--- src/rtl/svc_rv_sram_arb.sv ---
// Arbitrates one single-port, 1-cycle-latency SRAM between the instruction-fetch
// and data ports of a RISC-V core: data wins, with a starvation limit for fetch.
module svc_rv_sram_arb #(
   parameter int SRAM_AW    = 10,
   parameter int XLEN       = 32,
   parameter int FAIR_LIMIT = 4
) (
   input  logic                clk,
   input  logic                rst,

   input  logic                i_req_valid,
   output logic                i_req_ready,
   input  logic [XLEN-1:0]     i_req_addr,
   output logic                i_rsp_valid,
   output logic [XLEN-1:0]     i_rsp_data,

   input  logic                d_req_valid,
   output logic                d_req_ready,
   input  logic [XLEN-1:0]     d_req_addr,
   input  logic                d_req_wen,
   input  logic [XLEN-1:0]     d_req_wdata,
   input  logic [XLEN/8-1:0]   d_req_wstrb,
   output logic                d_rsp_valid,
   output logic [XLEN-1:0]     d_rsp_data,

   output logic                sram_en,
   output logic [XLEN/8-1:0]   sram_wen,
   output logic [SRAM_AW-1:0]  sram_addr,
   output logic [XLEN-1:0]     sram_wdata,
   input  logic [XLEN-1:0]     sram_rdata
);

   localparam logic [1:0] RSP_NONE  = 2'd0;
   localparam logic [1:0] RSP_INSTR = 2'd1;
   localparam logic [1:0] RSP_DATA  = 2'd2;

   localparam logic [3:0] LIMIT = 4'(FAIR_LIMIT);

   logic [3:0] starve;
   logic [1:0] rsp_sel;
   logic [1:0] rsp_sel_next;
   logic       force_i;
   logic       d_grant;
   logic       i_grant;

   // Grant is purely combinational so ready is visible in the same cycle as valid.
   assign force_i     = i_req_valid && (starve == LIMIT);
   assign d_grant     = d_req_valid && !force_i;
   assign i_grant     = i_req_valid && (!d_req_valid || force_i);
   assign d_req_ready = d_grant;
   assign i_req_ready = i_grant;
   assign sram_wdata  = d_req_wdata;

   // NOTE: every output of this block gets a default first, so no path leaves
   // a signal unassigned and no latch is inferred.
   always_comb begin
      sram_en      = 1'b0;
      sram_wen     = '0;
      sram_addr    = d_req_addr[SRAM_AW+1:2];
      rsp_sel_next = RSP_NONE;
      if (d_grant) begin
         sram_en      = 1'b1;
         sram_wen     = d_req_wen ? d_req_wstrb : '0;
         rsp_sel_next = d_req_wen ? RSP_NONE : RSP_DATA;
      end else if (i_grant) begin
         sram_en      = 1'b1;
         sram_addr    = i_req_addr[SRAM_AW+1:2];
         rsp_sel_next = RSP_INSTR;
      end
   end

   // NOTE: state registers use non-blocking assignments so every flop samples
   // the pre-edge values regardless of statement order.
   always_ff @(posedge clk or posedge rst) begin
      if (rst) begin
         starve  <= 4'd0;
         rsp_sel <= RSP_NONE;
      end else begin
         rsp_sel <= rsp_sel_next;
         if (i_grant || !i_req_valid)
            starve <= 4'd0;
         else if (d_grant && starve != LIMIT)
            starve <= starve + 4'd1;
      end
   end

   // Read data is a passthrough; the registered tag says who it belongs to.
   assign i_rsp_valid = (rsp_sel == RSP_INSTR);
   assign d_rsp_valid = (rsp_sel == RSP_DATA);
   assign i_rsp_data  = sram_rdata;
   assign d_rsp_data  = sram_rdata;

endmodule

--- config.mk ---
export PLATFORM = sky130hd
export DESIGN_NAME = svc_rv_sram_arb
export DESIGN_NICKNAME = d
export VERILOG_FILES = /design/src/rtl/svc_rv_sram_arb.sv
export SDC_FILE = /design/constraint.sdc
export NUM_CORES = 1
export LEC_CHECK = 0
export ABC_AREA = 1
export CORE_AREA = 2 2 99 101
export CTS_CLUSTER_DIAMETER = 120
export DETAILED_ROUTE_END_ITERATION = 6
export DIE_AREA = 0 0 101 103
export SYNTH_ARGS = -nofsm -noshare
export SYNTH_HDL_FRONTEND = slang
export SYNTH_SLANG_ARGS = --single-unit
export TNS_END_PERCENT = 50
--- constraint.sdc ---
create_clock -name clk -period 2.4 [get_ports clk]
set_input_delay 0.48 -clock clk [delete_from_list [all_inputs] [get_ports clk]]
set_output_delay 0.48 -clock clk [all_outputs]
set_load 0.01 [all_outputs]
## After elaboration in Yosys (flattened, before gate mapping)

Index checks and enable logic that the tools add are counted.
Widths: inputs -> output; s select.

- Eq/ne operators: 4
- Reduce and logical (&&, ||, !) cells: 10
- $add $sub $neg: 1
- Multiplexer cells: 11

Operators by type and width:

| operator | count |
|---|---|
| $mux 10 | 2 |
| $mux 4 | 4 |
| $add 4x1->4 const B | 1 |
| $eq 4x3->1 const B | 1 |
| $logic_and 1x1->1 | 4 |
| $mux 2 | 2 |
| $ne 4x3->1 const B | 1 |
| $logic_not 1->1 | 3 |
| $mux 1 | 3 |
| $eq 2x1->1 const B | 1 |
| $eq 2x2->1 const B | 1 |
| $logic_or 1x1->1 | 2 |
| $reduce_bool 2->1 | 1 |

- Register bits after elaboration: 6
- Input port bits: 137

## Longest topological paths before layout

Gate-level depths: netlist of run 1.

- Word-level depth: 7
- Depth in mapped cells: 10
- Gate-level depth less buffers: 9

## Least setup slack after synthesis of run 1

OpenSTA, ideal clock, no wires.

- Kind: reg2out
- Start point: register starve[0]
- End point: output port sram_addr[0]
- Arrival: 1.187 ns
- Buffers on the path: 1
- Cell stages (with the launch flop): 11
- Path slack: 0.733 ns
- Cells stage by stage: dfrtp_1 -> inv_1 -> ha_1 -> nand2_1 -> inv_1 -> nand2_1 -> nand2_4 -> nand2_2 -> buf_6 -> nand2_1 -> nand2_1

- Cells in the longest elaborated chain, start to end: 6

RTL lines:

| item | RTL line | text |
|---|---|---|
| start: declaration | 39 | `logic [3:0] starve;` |
| start signal: assignment | 83 | `starve <= starve + 4'd1;` |
| $eq 4x3->1 * | 47 | `assign force_i = i_req_valid && (starve == LIMIT);` |
| $logic_and 1x1->1 * | 47 |  |
| $logic_or 1x1->1 | 49 | `assign i_grant = i_req_valid && (!d_req_valid \|\| force_i);` |
| $logic_and 1x1->1 | 49 |  |
| $mux 10 | 65 | `end else if (i_grant) begin` |
| $mux 10 * | 61 | `if (d_grant) begin` |
| end: declaration | 28 | `output logic [SRAM_AW-1:0] sram_addr,` |

Every way passes the cells marked *; elsewhere a longest branch is shown, timed or not.

## Worst setup path after layout of run 1

- Start point: input port i_req_valid
- End point: output port sram_addr[9]

- Cells in the longest elaborated chain, start to end: 5

RTL lines:

| item | RTL line | text |
|---|---|---|
| start: declaration | 11 | `input logic i_req_valid,` |
| $logic_and 1x1->1 | 47 |  |
| $logic_or 1x1->1 | 49 |  |
| $logic_and 1x1->1 | 49 |  |
| $mux 10 | 65 |  |
| $mux 10 * | 61 |  |

Marks and branches as above.

==> flow_metrics.py, run 1 <==
metrics = {
    "run_status": {
        "status": "finished, final reports clean",
    },
    "synthesis": {
        "syn_area_um2": 1200,
        "synth_nets": 312,
        "ys_warn_count": 0,
        "seq_area_frac_synth": 0.125,
        "synth.area.top_cells": "buf_4, dfrtp_1, nand2_1",
        "synth_cell_types": 14,
        "synthCells": 173,
        "synth_largest_area_cell": "buf_4",
        "synth_top_area_frac": 0.604,
        "synth-seq-cells": 6,
        "synth.avg_cell_area_um2": 6.96,
    },
    "critical_path": {
        "r2r-start": "starve[1]$_DFFE_PP0P_",
        "end_kind": "output pin",
        "critPathArrivalTime_ns": 1.81,
        "cp.required_ns": 1.92,
        "reg2reg_depth": 9,
        "worstSetupPathType": "input port to output pin",
        "r2r_end": "rsp_sel[0]$_DFF_PP0_",
        "startpoint_type": "input port",
        "r2r_slack_ns": 1.10,
        "crit_path_max_fanout": 8,
    },
    "sta": {
        "fin_crit_sh": 0.953,
        "timing.final.ws_setup_ns": 0.112,
        "worstMarginPinSlew_ns": 0.253,
        "clock_skew_ns": 0.00479,
        "min_period_ns": 2.29,
        "slew_headroom": 0.831,
        "hold_viol": 0,
        "rsz0062_at_grt": "false",
        "max_freq_mhz": 437,
        "setup-violations-final": 0,
        "slew_violations": 0,
        "setup_tns_ns": 0,
    },
    "pwr": {
        "power.leakage_nw": 0.564,
        "ir_worst_vdd_mv": 0.131,
        "fin_total_pwr_w": 0.000399,
        "power_density_nw_per_um2": 345,
    },
    "final_layout": {
        "layout_common_cells": "clkdlybuf4s50_1, nand2_1, dlygate4sd2_1",
        "final_nets": 271,
        "layout.cells.non_filler": 244,
        "drive_above_1_share": 0.0923,
        "antenna_cells": 0,
        "final_common_cell": "clkdlybuf4s50_1",
        "area_growth_syn_to_layout_pct": -3.84,
    },
    "route": {
        "wirelength_um": 2490,
        "drt_iter0_drc": 37,
        "drc": 0,
        "wl_per_cell_um": 10.2,
        "dr_total_vias": 740,
        "vias_per_cell": 3.03,
        "dr.pass1.iters": 3,
        "ant_nets": 0,
    },
    "clock_tree": {
        "root_buffer": "clkbuf_8",
        "insertion_delay_ns": 0.22,
        "clock_path_buffers": 2,
        "cts_tree": "built",
        "h-tree-depth": 1,
        "clk_pin_slew_ns": 0.04,
        "cts.sinks": 6,
        "cts_hold_buffers": 0,
        "cts_made_buffers": 3,
    },
    "global_routing": {
        "antenna_found_initial": 0,
        "grt_usage": 0.0460,
        "grt_pass1_wl_um": 3730,
        "grt_overflow": 0,
        "grt_max_degree": 14,
        "grt_pass1_vias": 766,
    },
    "worst_hold_path": {
        "hp-class": "input port to asynchronous set/reset pin",
    },
    "placement": {
        "numPlacedInstances": 241,
        "numPortBuffers": 47,
        "place_congestion": 0.572,
        "dp_slack_ns": -0.238,
        "dp_hpwl_um": 2060,
    },
    "floorplan": {
        "die_area_um2": 10400,
        "initial_core_util": 0.127,
        "fp-row-count": 36,
        "fp.dieW_um": 101,
        "io-pin-count": 252,
        "core_um2": 9460,
        "die_h_um": 103,
    },
    "flow_run": {
        "drv_cap": 0,
    },
}
## flip-flops by register name, summed over array words and instances, names as in the netlist
register / count
rsp_sel: 2
starve: 4
## per-stage QoR
stage	hold WS, ns	instance area [um^2]	util
after floorplan	0.271	1200	-
after global placement	0.525	1120	0.118
after detailed placement	0.537	1120	0.118
after CTS	0.499	1150	0.122
after global routing	0.528	1160	0.122
final	0.483	1160	0.122
## area by class of cell
class	instances	area (um^2)
well taps	114	143
clock buffers	3	41.3
multi-input cells	57	274
flip-flops and latches	6	150
inverters	11	41.3
fillers	1113	8300
repair buffers	53	509
## critical path, stage by stage
cell and delay (ns):
clkdlybuf4s50_1 0.48, nand2_1 0.05, inv_1 0.05, nand2_1 0.09, nand2_4 0.10, buf_6 0.14
nand3_1 0.07, nand2_1 0.07, dlygate4sd2_1 0.26
## cell usage after synthesis
master,count
dfrtp_1,6
buf_6,1
nand3_1,12
nor2_1,12
xnor2_1,1
nand2_2,1
nand2_1,26
ha_1,2
or2_2,1
nand2_4,1
buf_4,97
xor2_1,1
inv_1,11
buf_2,1
## power breakdown
part	total, W	internal (W)	switching, W
Combinational	0.000140	0.0000823	0.0000581
Clock	0.000152	0.000108	0.0000439
Sequential	0.000107	0.000105	0.00000209
## logic make-up (layout without fill, tap and decap cells)
logic type,Yosys count,after routing,share of synthesized area
DFF,6,6,0.125
buffers and inverters,110,67,0.652
xor gates and xnor gates,2,2,0.0145
adders and majority gates,2,2,0.0208
and+or+nand+nor,53,53,0.188
## routing by layer
metal / routed length, um / vias up / share of wire / track usage
met5: 0 / - / 0 / 0
li1: - / 338 / - / -
met2: 1320 / 53 / 0.53 / 0.0862
met3: 334 / 24 / 0.13 / 0.0210
met4: 106 / 0 / 0.043 / 0.0270
met1: 731 / 325 / 0.29 / 0.0405
## what timing repair did
action	CTS	global route
setup endpoints to repair	17	4
buffers inserted	0	0
resized for setup	19	4
## worst max path at each step
| stage | startpoint | endpoint | slack (ns) | cells after the start |
|---|---|---|---|---|
| 2_1_floorplan | starve[0]$_DFFE_PP0P_ | sram_addr[0] | 0.73 | 10 |
| 3_3_place_gp | i_req_valid | sram_addr[3] | -0.25 | 9 |
| 3_5_place_dp | i_req_valid | sram_addr[3] | -0.24 | 9 |
| 4_1_cts | i_req_valid | i_req_ready | -0.10 | 8 |
| 5_1_grt | i_req_valid | sram_addr[5] | 0.0007 | 9 |
| 6_report | i_req_valid | sram_addr[9] | 0.11 | 9 |
Power figures use the tool's default switching activity.
==> inputs of run 2 (changes only) <==
--- a/config.mk
+++ b/config.mk
@@ -6,6 +6,7 @@
 export NUM_CORES = 1
 export LEC_CHECK = 0
 export ABC_AREA = 1
+export CAP_MARGIN = 10
 export CORE_AREA = 2 2 99 101
 export CTS_CLUSTER_DIAMETER = 120
 export DETAILED_ROUTE_END_ITERATION = 6
==> results of run 2 <==
The final DEF is identical to that of run 1; final timing and power are the same.
